`src/rtl/alu_operand_collector.sv`:
```
// Single-entry ALU operand collector: captures rs1/rs2 values or RRF tags at dispatch,
// snoops two CDBs for missing operands and presents resolved sources over valid/ready.
`ifndef ADDR_LEN
`define ADDR_LEN 32
`endif
`ifndef DATA_LEN
`define DATA_LEN 32
`endif
`ifndef SRC_A_SEL_WIDTH
`define SRC_A_SEL_WIDTH 2
`define SRC_A_RS1 2'd0
`define SRC_A_PC 2'd1
`define SRC_A_ZERO 2'd2
`endif
`ifndef SRC_B_SEL_WIDTH
`define SRC_B_SEL_WIDTH 2
`define SRC_B_RS2 2'd0
`define SRC_B_IMM 2'd1
`define SRC_B_FOUR 2'd2
`define SRC_B_ZERO 2'd3
`endif

module alu_operand_collector #(
   parameter int TAG_W = 6
) (
   input  logic                        clk,
   input  logic                        reset,
   input  logic                        disp_valid,
   output logic                        disp_ready,
   input  logic [`ADDR_LEN-1:0]        disp_pc,
   input  logic [`DATA_LEN-1:0]        disp_imm,
   input  logic [`SRC_A_SEL_WIDTH-1:0] disp_src_a_sel,
   input  logic [`SRC_B_SEL_WIDTH-1:0] disp_src_b_sel,
   input  logic [`DATA_LEN-1:0]        disp_rs1,
   input  logic [`DATA_LEN-1:0]        disp_rs2,
   input  logic                        disp_rs1_rdy,
   input  logic                        disp_rs2_rdy,
   input  logic [TAG_W-1:0]            disp_dst_tag,
   input  logic                        cdb0_valid,
   input  logic [TAG_W-1:0]            cdb0_tag,
   input  logic [`DATA_LEN-1:0]        cdb0_data,
   input  logic                        cdb1_valid,
   input  logic [TAG_W-1:0]            cdb1_tag,
   input  logic [`DATA_LEN-1:0]        cdb1_data,
   input  logic                        kill,
   output logic                        iss_valid,
   input  logic                        iss_ready,
   output logic [`DATA_LEN-1:0]        iss_src_a,
   output logic [`DATA_LEN-1:0]        iss_src_b,
   output logic [TAG_W-1:0]            iss_dst_tag
);

   localparam logic [1:0] ST_EMPTY = 2'd0;
   localparam logic [1:0] ST_WAIT  = 2'd1;
   localparam logic [1:0] ST_READY = 2'd2;

   logic [1:0]           state_q, state_d;
   logic [`DATA_LEN-1:0] a_val_q, a_val_d, b_val_q, b_val_d;
   logic [TAG_W-1:0]     a_tag_q, a_tag_d, b_tag_q, b_tag_d, dst_q, dst_d;
   logic                 a_rdy_q, a_rdy_d, b_rdy_q, b_rdy_d;
   logic                 disp_accept;
   logic [TAG_W-1:0]     a_tag_cur, b_tag_cur;
   logic                 a_hit, b_hit;
   logic [`DATA_LEN-1:0] a_cdb_data, b_cdb_data;

   assign disp_ready  = (state_q == ST_EMPTY) | ((state_q == ST_READY) & iss_ready);
   assign disp_accept = disp_valid & disp_ready & ~kill;
   assign iss_valid   = (state_q == ST_READY);

   // Dispatch and WAIT never overlap, so one comparator pair per operand serves both.
   assign a_tag_cur  = disp_accept ? disp_rs1[TAG_W-1:0] : a_tag_q;
   assign b_tag_cur  = disp_accept ? disp_rs2[TAG_W-1:0] : b_tag_q;
   assign a_hit      = (cdb0_valid & (cdb0_tag == a_tag_cur)) |
                       (cdb1_valid & (cdb1_tag == a_tag_cur));
   assign b_hit      = (cdb0_valid & (cdb0_tag == b_tag_cur)) |
                       (cdb1_valid & (cdb1_tag == b_tag_cur));
   assign a_cdb_data = (cdb0_valid & (cdb0_tag == a_tag_cur)) ? cdb0_data : cdb1_data;
   assign b_cdb_data = (cdb0_valid & (cdb0_tag == b_tag_cur)) ? cdb0_data : cdb1_data;

   always_comb begin
      state_d = state_q;
      a_val_d = a_val_q;
      b_val_d = b_val_q;
      a_tag_d = a_tag_q;
      b_tag_d = b_tag_q;
      a_rdy_d = a_rdy_q;
      b_rdy_d = b_rdy_q;
      dst_d   = dst_q;
      if (kill) begin
         state_d = ST_EMPTY;
         a_rdy_d = 1'b0;
         b_rdy_d = 1'b0;
      end else if (disp_accept) begin
         dst_d   = disp_dst_tag;
         a_tag_d = disp_rs1[TAG_W-1:0];
         b_tag_d = disp_rs2[TAG_W-1:0];
         if (disp_src_a_sel == `SRC_A_RS1) begin
            a_rdy_d = disp_rs1_rdy | a_hit;
            a_val_d = disp_rs1_rdy ? disp_rs1 : (a_hit ? a_cdb_data : '0);
         end else begin
            a_rdy_d = 1'b1;
            a_val_d = (disp_src_a_sel == `SRC_A_PC) ? `DATA_LEN'(disp_pc) : '0;
         end
         if (disp_src_b_sel == `SRC_B_RS2) begin
            b_rdy_d = disp_rs2_rdy | b_hit;
            b_val_d = disp_rs2_rdy ? disp_rs2 : (b_hit ? b_cdb_data : '0);
         end else begin
            b_rdy_d = 1'b1;
            if (disp_src_b_sel == `SRC_B_IMM)       b_val_d = disp_imm;
            else if (disp_src_b_sel == `SRC_B_FOUR) b_val_d = `DATA_LEN'(4);
            else                                    b_val_d = '0;
         end
         state_d = (a_rdy_d & b_rdy_d) ? ST_READY : ST_WAIT;
      end else if (state_q == ST_WAIT) begin
         if (!a_rdy_q && a_hit) begin
            a_rdy_d = 1'b1;
            a_val_d = a_cdb_data;
         end
         if (!b_rdy_q && b_hit) begin
            b_rdy_d = 1'b1;
            b_val_d = b_cdb_data;
         end
         state_d = (a_rdy_d & b_rdy_d) ? ST_READY : ST_WAIT;
      end else if ((state_q == ST_READY) && iss_ready) begin
         state_d = ST_EMPTY;
      end
   end

   always_ff @(posedge clk or posedge reset) begin
      if (reset) begin
         state_q     <= ST_EMPTY;
         a_val_q     <= '0;
         b_val_q     <= '0;
         a_tag_q     <= '0;
         b_tag_q     <= '0;
         a_rdy_q     <= 1'b0;
         b_rdy_q     <= 1'b0;
         dst_q       <= '0;
         iss_src_a   <= '0;
         iss_src_b   <= '0;
         iss_dst_tag <= '0;
      end else begin
         state_q <= state_d;
         a_val_q <= a_val_d;
         b_val_q <= b_val_d;
         a_tag_q <= a_tag_d;
         b_tag_q <= b_tag_d;
         a_rdy_q <= a_rdy_d;
         b_rdy_q <= b_rdy_d;
         dst_q   <= dst_d;
         // Output registers only move when an entry becomes (or stays) issuable.
         if (state_d == ST_READY) begin
            iss_src_a   <= a_val_d;
            iss_src_b   <= b_val_d;
            iss_dst_tag <= dst_d;
         end
      end
   end

endmodule

```
`config.mk`:
```
export PLATFORM = sky130hd
export DESIGN_NAME = alu_operand_collector
export DESIGN_NICKNAME = d
export VERILOG_FILES = /design/src/rtl/alu_operand_collector.sv
export SDC_FILE = /design/constraint.sdc
export NUM_CORES = 1
export LEC_CHECK = 0
export ABC_CLOCK_PERIOD_IN_PS = 6600
export CAP_MARGIN = 25
export CORE_ASPECT_RATIO = 2
export CORE_UTILIZATION = 45
export CTS_CLUSTER_DIAMETER = 30
export CTS_CLUSTER_SIZE = 14
export DETAILED_ROUTE_END_ITERATION = 12
export GPL_TIMING_DRIVEN = 0
export HOLD_SLACK_MARGIN = 0.03
export PLACE_DENSITY_LB_ADDON = 0.3
export SYNTH_ARGS = -nofsm -noshare
export SYNTH_HDL_FRONTEND = slang
export SYNTH_SLANG_ARGS = --single-unit
```
`constraint.sdc`:
```
create_clock -name clk -period 6.6 [get_ports clk]
set_clock_uncertainty 0.05 [all_clocks]
set_input_delay 0.66 -clock clk [delete_from_list [all_inputs] [get_ports clk]]
set_output_delay 0.66 -clock clk [all_outputs]
set_load 0.01 [all_outputs]
```
==> qor.csv <==
stage;metric;value;unit
cts;total CTS buffers;17;
worst_setup_path;Worst Path Max Fanout;10;
pwr;power per cell area;259;nW/um^2
finish;P&R area growth vs syn;40.3;%
global_routing;total track usage;36.3;%
finish;Final #Nets;1547;
worst_setup_path;required time of the worst setup path;6.90;ns
route;DRC Markers;0;
placed_design;DP HPWL;30.3;mm
placed_design;Final GP Congestion;1.02;
logic_synthesis;post-synthesis instance total;1014;
global_routing;first-pass GRT wire length;58.7;mm
route;vias post-DR;10119;
logic_synthesis;#FFs+latches synth;156;
worst_setup_path;endpoint type of the worst setup path;flop;
min_path;Hold Startpoint;dst_q[2]$_DFF_PP0_;
logic_synthesis;Cell variety after synth;64;
finish;ratio of cells with drive above 1 in the final layout;8.91;%
worst_setup_path;crit path DAT;4.31;ns
cts;# H-tree levels;4;
logic_synthesis;syn avg cell area;9.44;sq um
cts;CTS tree;done;
route;post-route ant nets;0;
floorplan;row count;75;
placed_design;Port-buffer cells;290;
finish;Core Util, Final;64.1;%
sta;Tcrit/Tclk final;60.7;%
sta;RSZ-0062 raised after global routing;false;
worst_setup_path;Critical Path Start Type;input port;
sta;Hold Slack;0.418;ns
logic_synthesis;prevailing post-synth register cell;dfrtp_1;
route;WL/cell;24.5;microns
logic_synthesis;mapped cell area;9570;sq um
logic_synthesis;Synth top area share;40.8;%
cts;post_cts resized;0;
cts;Post-CTS Setup Bufs;0;
sta;Final Critical Period;4.00;ns
sta;Final Hold Fails;0;
sta;highest clock rate;250;MHz
logic_synthesis;YS warnings;0;
floorplan;Ports;295;
route;DR vias/cell;6.30;
worst_setup_path;CP startpoint;iss_ready;
worst_setup_path;reg-to-reg critical path startpoint;state_q[1]$_DFF_PP0_;
logic_synthesis;cell taking the most area after synthesis;dfrtp_1;
global_routing;pin count of the biggest net entering global routing;126;
cts;Reg clk slew, reported paths;0.06;ns
logic_synthesis;ranking of synthesized cells by area;dfrtp_1 41%, mux2_2 5.2%, nand2_1 4.8%;
route;drt initial violations;880;
cts;CTS sink cnt;156;
cts;clock latency on the worst-skew pair;0.45;ns
worst_setup_path;max incr delay on CP;0.64;ns
worst_setup_path;critical path class;input port to flop;
route;DRT Wirelength;39.3;mm
global_routing;vias in the first global route;10354;
cts;Clock Path Buffers;2;
worst_setup_path;critical path cell sequence;clkdlybuf4s50_1 > nand2b_1 > clkbuf_1 > nand3_2 > mux2i_1 > o21ai_0 > nor3_1 > nor2_1 > clkbuf_1 > o21ai_0 > a41oi_1;
logic_synthesis;Syn Nets;1237;
global_routing;initial antenna violation count;3;
global_routing;remaining global-route overflow;0;
cts;Post-CTS Hold Buffers;0;
status;status;finished, final reports clean;
sta;Slew headroom;46.4;%
logic_synthesis;asr flop ratio synth;100;%
flow_run;max-capacitance violation count;0;
min_path;Worst Hold Class;flop to flop;
route;DRT Pass-1 Iters;10;
pwr;maximum VDD drop;211;uV
floorplan;Die Span X;105;microns
logic_synthesis;EDFF count, synth;0;
floorplan;DIE AREA;21900;sq um
floorplan;starting density of the core;45.7;%
floorplan;Std-Cell Core Area;20900;sq um
cts;Root Buffer;clkbuf_16;
floorplan;Die Y-Extent;208;microns
worst_setup_path;Critical Path Slowest Stage Cell;nor2_1;
sta;final setup fails;0;
sta;Worst-Margin Slew;0.799;ns
logic_synthesis;register area share after synthesis;40.8;%
pwr;leakage power;0.00568;uW
sta;Slew Limit Fails;0;
[cells in the final DEF, fill, tap and decap left out, types with 20 or more instances in the layout]
master and n:
clkdlybuf4s50_1 290, dfrtp_1 156, nand2_1 123, clkbuf_1 60, a21oi_1 57, inv_1 48
o21ai_0 44, mux2_2 44, a31oi_1 38, a211oi_1 32, a221o_1 31, mux2i_1 31
o31a_1 31, nand3_1 29, a222oi_1 26, buf_2 25, mux2_1 25, a41oi_1 25
a22o_1 24, nor2_1 22, nor2b_1 20
[routing by layer]
layer / up-vias / global-route usage (%) / routed length, microns
met5: - / 0 / 15
met4: 2 / 27.9 / 3140
met3: 160 / 8.43 / 3140
met2: 630 / 62.8 / 19800
met1: 4836 / 37.4 / 13200
li1: 4491 / - / -
[metrics by stage]
stage	std cells	power, uW	instance area, sq um	setup TNS [ns]	setup WS [ns]
final	1607	3480	13400	0	2.60
after floorplan	1014	1810	9570	0	1.68
after global placement	1573	2460	12800	-88.42	-0.592
after global routing	1607	3610	13400	0	2.41
after detailed placement	1574	2480	12800	0	2.22
after CTS	1605	3470	13400	0	2.64
[worst max-delay path: cells and delay by family]
kind | cells | cell delay (ns)
AOI/OAI and AO/OA | 3 | 0.95
buffers and inverters | 3 | 1.21
muxes | 1 | 0.27
and+or+nand+nor | 4 | 1.21
[worst paths after layout]
path,end,slack (ns),cells after the start
max,iss_src_a[6]$_DFFE_PP0N_,2.60,11
min,dst_q[2]$_DFF_PP0_,0.42,2
max in group asynchronous,iss_src_a[24]$_DFFE_PP0N_,5.04,3
max reg2reg,iss_src_a[6]$_DFFE_PP0N_,2.91,10
min reg2reg,dst_q[2]$_DFF_PP0_,0.42,2
min in group asynchronous,iss_dst_tag[0]$_DFFE_PP0N_,0.52,2
[cells by family after synthesis]
family | count (synthesis) | share of synthesized area [%]
AOI/OAI and AO/OA | 352 | 27.5
and+or+nand+nor | 243 | 12.1
DFF | 156 | 40.8
buffers and inverters | 143 | 6.41
muxes | 100 | 11.4
xor gates and xnor gates | 20 | 1.83
[power by group]
part | internal, uW | leakage (uW) | total [uW] | switching (uW)
combinational | 628 | 0.00340 | 1150 | 518
clock | 559 | 0.000274 | 992 | 433
sequential | 1190 | 0.00201 | 1340 | 155
[Yosys cell counts, types with 2 or more instances]
cell type and n:
buf_4 4, buf_6 4, xnor2_1 17, nand2_1 123, o211ai_1 4, and3_1 2
inv_1 49, o31ai_1 4, xor2_1 3, a211o_1 2, o31a_1 31, nor2_1 22
a222oi_1 26, a31oi_1 38, nand3b_1 4, a22o_1 24, o21a_1 2, or3_1 2
buf_2 25, nand2b_1 3, mux2_2 44, nor3b_1 3, a2111oi_0 2, a221oi_1 9
a211oi_1 32, and4b_1 2, o22ai_1 6, a221o_1 31, nor4_1 3, nand4_1 10
a22oi_1 4, o32a_1 2, nor2b_1 20, a41oi_1 25, dfrtp_1 156, nor3_1 9
nand3_1 29, clkbuf_1 58, mux2i_1 31, buf_1 2, o21ai_0 44, mux2_1 25
a21oi_1 57
[flip-flops by register name (all words and copies together) (netlist names), 2 cells and up]
name and cells:
a_val_q 32, iss_src_b 32, b_val_q 32, iss_src_a 32, b_tag_q 6, state_q 2
iss_dst_tag 6, a_tag_q 6, dst_q 6
[area by class of cell]
class                           count  area, sq um
Buffer                             93          425
Fill cell                        1736         7500
Timing Repair Buffer              291         2930
Clock buffer                       19          433
Sequential cell                   156         3900
Antenna cell                        2         5.00
Tap cell                          269          337
Multi-Input combinational cell    715         5050
Clock inverter                     12          141
Inverter                           50          195
Note: power is estimated with default switching activity, not from simulation.
